**config.mk**
```make
export PLATFORM = sky130hd
export DESIGN_NAME = pcie_rx_req_sched
export DESIGN_NICKNAME = d
export VERILOG_FILES = /design/src/rtl/pcie_sched_pkg.sv /design/src/rtl/pcie_rr_arb2.sv /design/src/rtl/pcie_rx_req_sched.sv
export SDC_FILE = /design/constraint.sdc
export NUM_CORES = 1
export LEC_CHECK = 0
export ABC_AREA = 1
export CAP_MARGIN = 25
export CORE_MARGIN = 3
export CORE_UTILIZATION = 35
export DETAILED_ROUTE_END_ITERATION = 7
export SLEW_MARGIN = 15
export SYNTH_ARGS = -nofsm -noshare
export SYNTH_HDL_FRONTEND = slang
export SYNTH_SLANG_ARGS = --single-unit
```
**constraint.sdc**
```tcl
create_clock -name pcie_user_clk -period 5 [get_ports pcie_user_clk]
set_input_delay 1.25 -clock pcie_user_clk [delete_from_list [all_inputs] [get_ports pcie_user_clk]]
set_output_delay 1.25 -clock pcie_user_clk [all_outputs]
set_load 0.01 [all_outputs]
```
**src/rtl/pcie_sched_pkg.sv**
```systemverilog
// Shared definitions for the PCIe MRd request scheduler: FSM encoding,
// completion-entry geometry and the MRRS chunk-length helper.
package pcie_sched_pkg;

   typedef enum logic [2:0] {
      S_IDLE  = 3'd0,
      S_CALC  = 3'd1,
      S_WAIT  = 3'd2,
      S_ALLOC = 3'd3,
      S_REQ   = 3'd4,
      S_NEXT  = 3'd5
   } sched_state_t;

   localparam int LP_ENTRY_SHIFT   = 6;
   localparam int LP_TAG_LOW_WIDTH = 4;

   // Largest chunk that neither exceeds the remaining length nor crosses an MRRS boundary.
   function automatic logic [6:0] chunk_len(input logic [6:0] rem,
                                            input logic [6:0] addr_lo,
                                            input logic [6:0] mrrs_units);
      logic [6:0] room;
      room      = mrrs_units - addr_lo;
      chunk_len = (rem < room) ? rem : room;
   endfunction

endpackage

```
**src/rtl/pcie_rr_arb2.sv**
```systemverilog
// Two-input round-robin arbiter; priority moves to the other requester only
// when i_upd strobes at the end of a whole request.
module pcie_rr_arb2 (
   input  logic i_clk,
   input  logic i_rst_n,
   input  logic i_req0,
   input  logic i_req1,
   input  logic i_upd,
   input  logic i_served,
   output logic o_gnt,
   output logic o_gnt_vld
);

   logic r_ptr;

   always_ff @(posedge i_clk or negedge i_rst_n) begin
      if (!i_rst_n)   r_ptr <= 1'b0;
      else if (i_upd) r_ptr <= ~i_served;
   end

   always_comb begin
      o_gnt_vld = i_req0 | i_req1;
      o_gnt     = (i_req0 & i_req1) ? r_ptr : i_req1;
   end

endmodule

```
**src/rtl/pcie_rx_req_sched.sv**
```systemverilog
// Schedules two DMA read requesters onto the MRd path in MRRS-aligned chunks,
// allocating a tag and completion-FIFO space per chunk. Optional counters: PCIE_RX_REQ_SCHED_STAT_EN.
module pcie_rx_req_sched
   import pcie_sched_pkg::*;
#(
   parameter int         C_PCIE_ADDR_WIDTH  = 36,
   parameter int         P_FIFO_DEPTH_WIDTH = 9,
   parameter int         P_MRRS_SHIFT       = 9,
   parameter logic [3:0] P_TAG_PREFIX       = 4'b0001
) (
   input  logic                              pcie_user_clk,
   input  logic                              pcie_user_rst_n,
   input  logic                              req0_valid,
   input  logic [C_PCIE_ADDR_WIDTH-7:0]      req0_addr,
   input  logic [6:0]                        req0_len,
   output logic                              req0_done,
   input  logic                              req1_valid,
   input  logic [C_PCIE_ADDR_WIDTH-7:0]      req1_addr,
   input  logic [6:0]                        req1_len,
   output logic                              req1_done,
   output logic                              pcie_tag_alloc,
   output logic [7:0]                        pcie_alloc_tag,
   output logic [4:0]                        pcie_tag_alloc_len,
   input  logic                              pcie_tag_full_n,
   input  logic [P_FIFO_DEPTH_WIDTH:0]       rear_full_addr,
   input  logic [P_FIFO_DEPTH_WIDTH:0]       fifo_front_addr,
   output logic                              tx_mrd_req,
   output logic [7:0]                        tx_mrd_tag,
   output logic [C_PCIE_ADDR_WIDTH-3:0]      tx_mrd_addr,
   output logic [4:0]                        tx_mrd_len,
   input  logic                              tx_mrd_ack
`ifdef PCIE_RX_REQ_SCHED_STAT_EN
   ,
   output logic [31:0]                       stat_mrd_cnt,
   output logic [31:0]                       stat_stall_cnt
`endif
);

   localparam int         LP_AW         = C_PCIE_ADDR_WIDTH - LP_ENTRY_SHIFT;
   localparam int         LP_FW         = P_FIFO_DEPTH_WIDTH + 1;
   localparam logic [6:0] LP_MRRS_UNITS = 7'(1 << (P_MRRS_SHIFT - LP_ENTRY_SHIFT));

   sched_state_t                r_state, w_next;
   logic                        r_gnt;
   logic [LP_AW-1:0]            r_addr;
   logic [6:0]                  r_rem;
   logic [4:0]                  r_chunk;
   logic [LP_TAG_LOW_WIDTH-1:0] r_tag_cnt;
   logic [LP_TAG_LOW_WIDTH-1:0] r_cur_tag;

   logic                        w_gnt, w_gnt_vld, w_last, w_proceed;
   logic [LP_FW-1:0]            w_used;

   pcie_rr_arb2 u_arb (
      .i_clk     (pcie_user_clk),
      .i_rst_n   (pcie_user_rst_n),
      .i_req0    (req0_valid),
      .i_req1    (req1_valid),
      .i_upd     (w_last),
      .i_served  (r_gnt),
      .o_gnt     (w_gnt),
      .o_gnt_vld (w_gnt_vld)
   );

   // FIFO occupancy is modular; one extra bit in the compare lets "exactly full" pass.
   assign w_used    = rear_full_addr - fifo_front_addr;
   assign w_proceed = pcie_tag_full_n &&
                      (({1'b0, w_used} + (LP_FW+1)'(r_chunk)) <= (LP_FW+1)'(1 << P_FIFO_DEPTH_WIDTH));
   assign w_last    = (r_state == S_NEXT) && (r_rem == 7'd0);

   always_ff @(posedge pcie_user_clk or negedge pcie_user_rst_n) begin
      if (!pcie_user_rst_n) r_state <= S_IDLE;
      else                  r_state <= w_next;
   end

   always_comb begin
      w_next = r_state;
      case (r_state)
         S_IDLE:  if (w_gnt_vld) w_next = S_CALC;
         S_CALC:  w_next = S_WAIT;
         S_WAIT:  if (w_proceed) w_next = S_ALLOC;
         S_ALLOC: w_next = S_REQ;
         S_REQ:   if (tx_mrd_ack) w_next = S_NEXT;
         S_NEXT:  w_next = (r_rem != 7'd0) ? S_CALC : S_IDLE;
         default: w_next = S_IDLE;
      endcase
   end

   always_comb begin
      pcie_tag_alloc     = 1'b0;
      pcie_alloc_tag     = 8'd0;
      pcie_tag_alloc_len = 5'd0;
      tx_mrd_req         = 1'b0;
      tx_mrd_tag         = 8'd0;
      tx_mrd_addr        = '0;
      tx_mrd_len         = 5'd0;
      req0_done          = w_last && !r_gnt;
      req1_done          = w_last &&  r_gnt;
      if (r_state == S_ALLOC) begin
         pcie_tag_alloc     = 1'b1;
         pcie_alloc_tag     = {P_TAG_PREFIX, r_tag_cnt};
         pcie_tag_alloc_len = r_chunk;
      end
      if (r_state == S_REQ) begin
         tx_mrd_req  = 1'b1;
         tx_mrd_tag  = {P_TAG_PREFIX, r_cur_tag};
         tx_mrd_addr = {r_addr, 4'b0000};
         tx_mrd_len  = r_chunk;
      end
   end

   always_ff @(posedge pcie_user_clk or negedge pcie_user_rst_n) begin
      if (!pcie_user_rst_n) begin
         r_gnt     <= 1'b0;
         r_addr    <= '0;
         r_rem     <= 7'd0;
         r_chunk   <= 5'd0;
         r_tag_cnt <= '0;
         r_cur_tag <= '0;
      end else begin
         case (r_state)
            S_IDLE: if (w_gnt_vld) begin
               r_gnt  <= w_gnt;
               r_addr <= w_gnt ? req1_addr : req0_addr;
               r_rem  <= ((w_gnt ? req1_len : req0_len) == 7'd0) ? 7'd64 : (w_gnt ? req1_len : req0_len);
            end
            S_CALC:  r_chunk <= 5'(chunk_len(r_rem, r_addr[6:0] & (LP_MRRS_UNITS - 7'd1), LP_MRRS_UNITS));
            S_ALLOC: begin
               r_cur_tag <= r_tag_cnt;
               r_tag_cnt <= r_tag_cnt + 1'b1;
            end
            S_REQ: if (tx_mrd_ack) begin
               r_addr <= r_addr + LP_AW'(r_chunk);
               r_rem  <= r_rem - 7'(r_chunk);
            end
            default: ;
         endcase
      end
   end

`ifdef PCIE_RX_REQ_SCHED_STAT_EN
   logic [31:0] r_stat_mrd, r_stat_stall;

   always_ff @(posedge pcie_user_clk or negedge pcie_user_rst_n) begin
      if (!pcie_user_rst_n) begin
         r_stat_mrd   <= 32'd0;
         r_stat_stall <= 32'd0;
      end else begin
         if ((r_state == S_REQ) && tx_mrd_ack && (r_stat_mrd != '1))
            r_stat_mrd <= r_stat_mrd + 32'd1;
         if ((r_state == S_WAIT) && !w_proceed && (r_stat_stall != '1))
            r_stat_stall <= r_stat_stall + 32'd1;
      end
   end

   assign stat_mrd_cnt   = r_stat_mrd;
   assign stat_stall_cnt = r_stat_stall;
`endif

endmodule

```
**Word level (Yosys, flattened, before mapping)**

Index checks and enable logic that the tools add are counted.

- Flip-flop bits (word level): 55
- Input bits: 100
- Output and inout port bits: 64
- Word-level logic and storage cells: 63

- Add/subtract/negate cells: 6
- $lt $le $gt $ge: 2
- Equal/unequal tests: 8
- Muxes and demuxes: 23
- Bitwise operators: 3
- Reduce and logical (&&, ||, !) cells: 13

Operators by type and width:

| cell | count |
|---|---|
| $mux 30 | 3 |
| $pmux 30 s2 | 1 |
| $mux 34 | 1 |
| $add 30x5->30 | 1 |
| $mux 7 | 4 |
| $mux 5 | 5 |
| $pmux 3 s6 | 1 |
| $logic_not 7->1 | 2 |
| $pmux 7 s2 | 1 |
| $add 10x5->11 | 1 |
| $le 11x10->1 const B | 1 |
| $sub 10x10->10 | 1 |
| $mux 3 | 3 |
| $lt 7x7->1 | 1 |
| $reduce_bool 7->1 | 1 |
| $sub 7x5->7 | 1 |
| $eq 3x2->1 const B | 2 |
| $eq 3x3->1 const B | 2 |
| $reduce_and 3->1 | 2 |
| $sub 4x3->5 const A | 1 |
| $add 4x1->4 const B | 1 |
| $logic_and 1x1->1 | 4 |
| $mux 1 | 4 |
| $ne 2x2->1 const B | 2 |
| 9 further kinds | 9 |

**Depth between registers and ports, before layout**

Gate-level depths: netlist of the first run.

- Depth in word-level cells: 7
- Depth in mapped cells: 19
- Gate-level depth less buffers: 19

**By module**

Synthesis of the first run repeated with hierarchy kept, for this count alone.

- Cell total of the unflattened synthesis: 833
- Area total of the unflattened synthesis: 5406.4 um^2

Modules (own cells, without submodules):

| module | times used | cells each | area an instance (um^2) | seq. area each (um^2) |
|---|---|---|---|---|
| pcie_rx_req_sched | 1 | 822 | 5340.1 | 1351.3 |
| pcie_rr_arb2 | 1 | 11 | 66.3 | 25.0 |

**Worst setup path before layout of the first run**

No wires, ideal clock.

- Path type: input-to-reg
- From: input fifo_front_addr[2]
- To: register r_state[0]
- Library setup time: 0.077 ns
- Arrival time: 3.254 ns
- Data required time: 4.923 ns
- Setup slack: 1.668 ns
- Stages on the path: 15
- Path buffers: 1
- Path through: inv_1 > ha_1 > buf_2 > a21oi_1 > nand2_1 > xor2_1 > ha_1 > a21oi_1 > nand2_1 > a21oi_1 > o21bai_1 > nand2_1 > a21oi_1 > nand2_1 > a21oi_1

- Cells in the longest elaborated chain, start to end: 6

Ends and longest elaborated chain:

| element | RTL line | source |
|---|---|---|
| start: declaration | pcie_rx_req_sched.sv:26 | `input logic [P_FIFO_DEPTH_WIDTH:0] fifo_front_addr,` |
| $sub 10x10->10 | pcie_rx_req_sched.sv:66 | `assign w_used = rear_full_addr - fifo_front_addr;` |
| $add 10x5->11 | pcie_rx_req_sched.sv:68 | `(({1'b0, w_used} + (LP_FW+1)'(r_chunk)) <= (LP_FW+1)'(1 << P_FIFO_DEPTH_WIDTH));` |
| $le 11x10->1 | pcie_rx_req_sched.sv:68 |  |
| $logic_and 1x1->1 | pcie_rx_req_sched.sv:67 | `assign w_proceed = pcie_tag_full_n &&` |
| $ne 2x2->1 (no source line) | - |  |
| $reduce_and 3->1 (no source line) | - |  |
| end signal: assignment | pcie_rx_req_sched.sv:73 | `else r_state <= w_next;` |
| end: declaration | pcie_rx_req_sched.sv:43 | `sched_state_t r_state, w_next;` |

No other way between the ends.
A chain may end at the register's enable or synchronous reset.

**Final worst setup path of the first run**

- From: register r_state[1]
- To: output pcie_alloc_tag[0]

- Cells in the longest elaborated chain, start to end: 2

Ends and longest elaborated chain:

| element | RTL line | source |
|---|---|---|
| $eq 3x2->1 | pcie_rx_req_sched.sv:99 | `if (r_state == S_ALLOC) begin` |
| $mux 5 | pcie_rx_req_sched.sv:99 |  |
| end: declaration | pcie_rx_req_sched.sv:22 | `output logic [7:0] pcie_alloc_tag,` |

No other way between the ends.

==> results by group, run 1 <==
Status
  – Status: finished, final reports clean

Place
  – DPL Wire Length: 12600 µm
  – Number of port buffers: approximately 150
  – Routability cong.: 0.863
  – Placed Area: 6930 µm²

Pwr
  – Switching share of power: 48.9%
  – Power Dens Cells: between 400 and 500 nW/µm²
  – Flop pwr share: a little over a quarter
  – Logic pwr share: roughly three fifths
  – P_sw: between 1.5 and 2 mW
  – Peak VDD IR: just under 0.2 mV
  – Int Power: about 1.7 mW
  – Clk pwr share: between 10 and 15%
  – Leak Pwr: 3.36 nW

Clock network
  – Clk root buf: clkbuf_16
  – Clock Pin Slew Worst Setup and Hold Paths: 0.07 ns
  – Htree depth: 2
  – Clock latency on the worst-skew pair: slightly above 0.3 ns
  – CTS Buf Count: 5
  – Buffer count from post-CTS setup fixing: 0
  – Clock sinks: between 50 and 60
  – Hold-fix buffers at CTS: 0
  – Cts repair resizes: 0
  – CTS tree: done
  – Max Root-Sink Buffers: 2

Synthesis
  – Part of the Yosys area used for sequential elements: around 26%
  – Combinational family with the most area after synthesis: simple AND/OR/NAND/NOR gates
  – Top-area cell type share of the netlist area: between 20% and 30%
  – Seq cells post-synth: 55
  – Synthesized area: between 5000 and 6000 µm²
  – Mux share of post-synthesis cell area: 0%
  – Post-Synth Adder-Cell Area: 8.34%
  – Synth Area in XOR/XNOR: 1.98%
  – Synth unique cells: 43
  – Post-synth top area cell: dfrtp_1
  – Ranking of synthesized cells by area: dfrtp_1 (26%), nand2_1 (13%), nor2_1 (9.3%), inv_1 (8.9%), ha_1 (6.8%)
  – Warnings from Yosys: 0
  – Synth Area in Simple Gates: 33.1%
  – Mapped Avg Cell Area: around 6.2 µm²
  – Gate Count Post-Synth: 851
  – Synth Area in Compound Gates: 17.2%

Drt
  – Vias per cell: between 4 and 5
  – Drt first pass iters: 4
  – DRC violations left: 0
  – Post-DRT Antenna Nets: 0
  – Vias: between 5000 and 6000
  – WL final: ~17000 µm
  – DR iter-0 viols: approximately 380
  – Routed wire length per instance: between 10 and 15 µm

Worst setup path
  – RR Startpoint: r_state[2]
  – CP arrival: 2.47 ns
  – Flop-to-flop setup slack: approximately 1.9 ns
  – Required @ worst endpoint: around 3.8 ns
  – Worst-path fanout max: 11
  – Setup crit end: pcie_alloc_tag[0]
  – Critical R2R Capture: r_addr[21]
  – Critical Path Start: r_state[1]
  – Critical path class: reg2out
  – R2r worst-path depth: 10
  – Startpoint types: flop
  – Crit path capture type: output pin

Final layout
  – Nets: ~1100
  – Final Instance Area: ~7000 µm²
  – Share of cells above drive strength 1: between 3 and 4%
  – Area Growth Syn to Fin: 34.1%
  – Final Core Density: between 40% and 50%

STA
  – Clock skew: 0.00593 ns
  – Final setup fails: 0
  – Final Hold Fails: 0
  – Tcrit/Tclk final: 74.4%
  – Setup TNS: 0 ns
  – Fmax: 269 MHz
  – Worst-margin pin slew: 0.923 ns
  – RSZ-0062 raised after global routing: false
  – Hold WS: approximately 0.52 ns
  – Slew Limit Fails: 0
  – Slew margin rel.: approximately two fifths
  – Tmin final: 3.72 ns

GRT
  – GRT overflow: 0
  – Antenna violations before repair: 1
  – Vias in the first global route: between 5000 and 6000
  – Largest net degree at the start of global routing: 54
  – Tot GR Track Use: between 20% and 30%
  – Global-route wire length before repair: between 20000 and 30000 µm

Min path
  – Hold crit path type: reg2reg

Floorplan
  – Die Y: 129 µm
  – Ports: around 160
  – Initial core utilization: a little over a third
  – Number of core rows: 44
  – Core ar.: 14700 µm²
  – Die Area: between 15000 and 20000 µm²
  – Die X: around 130 µm

Flow run
  – Max Cap Viol: 0
## synthesized netlist by cell type (all sizes together)
master / instances
a21oi: 41
a31oi: 10
a32oi: 1
and3: 1
buf: 28
clkbuf: 11
clkinv: 1
conb: 1
dfrtp: 55
fa: 4
ha: 29
inv: 131
nand2: 191
nand3: 54
nand3b: 2
nand4: 14
nor2: 134
nor3: 16
nor3b: 1
nor4: 1
o2111ai: 4
o211ai: 6
o21ai: 84
o21bai: 8
o22ai: 7
o41ai: 1
or2: 3
xnor2: 2
xor2: 10
## layout make-up
type	count	area, µm²
well taps	184	230
clock buffers	5	125
repair buffers	159	1570
multi-input cells	634	3250
fillers	1559	7580
inverters	132	495
diodes	1	2.50
clock inverters	3	67.6
flip-flops and latches	55	1380
## layer usage
metal / GRT usage, % / up-vias / routed length [µm] / part of all wire, %
met5: 0 / - / 0 / 0
met4: 5.44 / 0 / 312 / 1.9
met3: 3.38 / 18 / 760 / 4.6
met2: 32.2 / 136 / 7440 / 45
met1: 28.2 / 2554 / 8010 / 48
li1: - / 3000 / - / -
## power groups by stage
stage               registers (mW)  clock network, mW  logic [mW]
floorplan                    0.805                  0        1.44
global placement             0.864                  0        1.96
detailed placement           0.861                  0        1.97
CTS                          0.856              0.478        1.98
global route                 0.890              0.493        2.27
finish                       0.859              0.468        1.97
## how the worst min path moves through the flow
stage | start | cells past startpoint | end
3_3_place_gp | r_addr[29] | 2 | r_addr[29]
5_1_grt | r_addr[29] | 2 | r_addr[29]
2_1_floorplan | r_addr[29] | 2 | r_addr[29]
3_5_place_dp | r_cur_tag[3] | 2 | r_cur_tag[3]
4_1_cts | r_addr[29] | 2 | r_addr[29]
6_report | r_addr[29] | 2 | r_addr[29]
## kinds of logic (layout without fill, tap and decap cells)
group / Yosys count / after routing
AO/OA/AOI/OAI: 162 / 162
flip-flops: 55 / 55
AND/OR/NAND/NOR: 417 / 417
other: 1 / 11
buffers and inverters: 171 / 299
XOR/XNOR: 12 / 12
adder cells (fa/ha/maj): 33 / 33
## stage by stage
step	instances	worst slack, ns	total power [mW]
after floorplan	860	1.67	2.24
after global placement	1164	1.06	2.82
after detailed placement	1164	0.996	2.83
after CTS	1172	1.23	3.32
after global routing	1173	0.990	3.66
final	1173	1.28	3.30
## critical path: stages, from the launching register on
cell and delay [ns]:
dfrtp_1 0.40, inv_1 0.09, nor3_2 0.62, inv_2 0.25, nor2_1 0.23, clkdlybuf4s50_1 0.57
## registers in the layout (all words and copies together), names as in the netlist
signal       cells
r_addr          30
u_arb.r_ptr      1
r_chunk          5
r_rem            7
r_tag_cnt        4
r_cur_tag        4
r_gnt            1
r_state          3
## placed cells by master, fill, tap and decap left out, types with 8 or more instances in the layout
cell type and count:
nand2_1 190, conb_1 10, nand4_1 14, o21ai_1 11
inv_1 126, dfrtp_1 55, o21bai_1 8, o21ai_0 71
clkdlybuf4s50_1 152, nor2_1 131, a31oi_1 10, xor2_1 10
nand3_1 52, ha_1 29, nor3_1 13, a21oi_1 39
No activity file was read; power rests on OpenSTA's default activity.
==> run 2, diff against run 1 <==
PLACE_DENSITY = 0.65   (was default)
clock period = 3.2 ns   (was 5 ns; I/O delays follow)
==> run 2 against run 1 <==
Against the previous run: hold slack worse by 0.21 ns; total power is 61% higher; register-to-register slack got worse by 1.3 ns; clock-buffer cell count is the same; critical path type is now in2reg; global-route usage shrank 0.74 points; sequential power rose by 57%; non-clock buffer count increased by 14; sequential share of layout area decreased by 0.66 points; cell count up 1.1%; critical path depth grew 10.
==> results by group, run 2 (synthesis results as in run 1) <==
Place
  – Routability cong.: 0.847 (-1.9%)
  – DPL Wire Length: 12600 µm (about the same)
  – Number of port buffers: 153 (unchanged)

Worst setup path
  – RR Startpoint: r_chunk[0]
  – R2r worst-path depth: 17 (+7)
  – CP arrival: 3.23 ns (+0.76 ns)
  – Critical R2R Capture: r_addr[24]
  – Max stage delay on crit path: 0.45 ns (-0.17 ns)
  – Worst-path fanout max: 5 (-6)
  – Crit path cell chain: clkdlybuf4s50_1 -> inv_1 -> ha_4 -> nand3_1 -> nand2_1 -> xor2_1 -> ha_2 -> a21oi_2 -> nand2_1 -> a21oi_2 -> o21bai_1 -> nand2_1 -> a21oi_1 -> nand2_1 -> a21oi_1
  – Required @ worst endpoint: 3.43 ns (-0.32 ns)
  – Slowest CP cell: clkdlybuf4s50_1
  – Flop-to-flop setup slack: 0.59 ns (-1.33 ns)
  – Most frequent CP cell: nand2_1
  – Startpoint types: primary input
  – Critical path class: in2reg
  – Crit path capture type: flop

Drt
  – Vias: 5815 (+1.9%)
  – WL final: 16500 µm (about the same)
  – Post-DRT Antenna Nets: 0 (unchanged)
  – Routed wire length per instance: 13.9 µm (-1.1%)
  – DR iter-0 viols: 354 (-5.9%)
  – Drt first pass iters: 5 (+1)
  – DRC violations left: 0 (unchanged)
  – Vias per cell: 4.90 (+0.76%)

Min path
  – Hold crit path type: in2async

Clock network
  – Clk root buf: clkbuf_16
  – Htree depth: 2 (unchanged)
  – Max Root-Sink Buffers: 2 (unchanged)
  – Clock Pin Slew Worst Setup and Hold Paths: 0.07 ns (about the same)
  – Clock sinks: 55 (unchanged)
  – CTS Buf Count: 5 (unchanged)
  – Clock latency on the worst-skew pair: 0.30 ns (about the same)
  – CTS tree: done

Final layout
  – Largest reg by FF count: r_addr
  – Share of cells above drive strength 1: 6.59% (+3.0 points)
  – Nets: 1134 (+1.3%)
  – Leading cell types in the layout, fill and taps excluded: nand2_1 (188), clkdlybuf4s50_1 (149), nor2_1 (131)
  – Area Growth Syn to Fin: 38.9%
  – Number of flip-flops under the largest register name: 30 (unchanged)
  – Final Core Density: 50.2% (+1.7 points)
  – Antenna diodes: 0 (-1)
  – Largest regs: r_addr x30, r_rem x7, r_chunk x5
  – Commonest non-fill, non-tap cell in the layout: nand2_1

Floorplan
  – Number of core rows: 44 (unchanged)
  – Die Y: 129 µm (unchanged)
  – Core ar.: 14700 µm² (unchanged)
  – Die X: 129 µm (unchanged)
  – Initial core utilization: 36.1% (unchanged)
  – Die Area: 16700 µm² (unchanged)
  – Ports: 164 (unchanged)

GRT
  – Largest net degree at the start of global routing: 41 (-24%)
  – Antenna violations before repair: 1 (unchanged)
  – Tot GR Track Use: 19.4% (-0.74 points)
  – Vias in the first global route: 5414 (-0.59%)
  – GRT overflow: 0 (unchanged)
  – Global-route wire length before repair: 26400 µm (-1.9%)

STA
  – Tmin final: ~3 ns
  – Final Hold Fails: 0 (unchanged)
  – Clock skew: 0.00627 ns (+0.000337 ns)
  – Hold WS: 0.318 ns (-0.205 ns)
  – Fmax: approximately 330 MHz
  – Worst-margin pin slew: 0.635 ns (-0.288 ns)
  – Slew margin rel.: 57.4% (+19 points)
  – Tcrit/Tclk final: a little over nine tenths
  – Slew Limit Fails: 0 (unchanged)
  – Final setup fails: 0 (unchanged)

Pwr
  – Leak Pwr: 3.47 nW (+3.4%)
  – Peak VDD IR: 0.361 mV (+86%)
  – Power Dens Cells: 718 nW/µm² (+55%)

Flow run
  – Max Cap Viol: 0 (unchanged)

Status
  – Status: finished, final reports clean
[run 2: worst max path at each step]
stage                 endpoint  slack, ns  cells after the start                from
global placement    r_state[0]      -0.28                     20   rear_full_addr[0]
global route        r_state[0]      -0.02                     18  fifo_front_addr[2]
CTS                 r_state[0]      0.004                     20   rear_full_addr[0]
floorplan           r_state[0]       0.32                     15  fifo_front_addr[2]
detailed placement  r_state[0]      -0.38                     17   rear_full_addr[0]
finish              r_state[0]       0.19                     15  fifo_front_addr[2]
[run 2: through the flow]
step                setup WS (ns)  std cells  instance area (µm²)  total power, mW  TNS (ns)
floorplan                   0.318        860                 5350             3.51         0
global placement           -0.282       1176                 7060             4.45    -0.282
detailed placement         -0.380       1176                 7060             4.51    -0.380
CTS                       0.00410       1184                 7250             5.26         0
global route              -0.0238       1186                 7380             5.87   -0.0238
finish                      0.192       1186                 7380             5.30         0
[run 2: cell type report]
type / count / area (µm²)
fillers: 1534 / 7320
multi-input cells: 634 / 3360
repair buffers: 173 / 1720
flip-flops and latches: 55 / 1380
inverters: 132 / 495
well taps: 184 / 230
clock buffers: 5 / 125
clock inverters: 3 / 67.6
[run 2: routing by layer]
layer | global-route usage (%) | share of wire, %
met4 | 4.20 | 1.2
met3 | 3.13 | 6.3
met2 | 31.8 | 45
met5 | 0 | 0.042
met1 | 27.0 | 47
[run 2: worst max-delay path: cells and delay by family]
family	cells	cell delay, ns
xor gates and xnor gates	1	0.17
buffers and inverters	2	0.51
and+or+nand+nor	5	0.43
AOI/OAI and AO/OA	5	0.73
adders and majority gates	2	0.61
[run 2: what timing repair did]
item,in CTS,in global routing
pin swaps,1,13
resized for setup,1,22
buffers inserted,0,2
hold buffers,0,0
endpoints found under the setup margin,1,1
[run 2: power breakdown]
group | switching [mW] | internal [mW]
registers | 0.319 | 1.03
clock network | 0.273 | 0.449
logic | 1.96 | 1.27
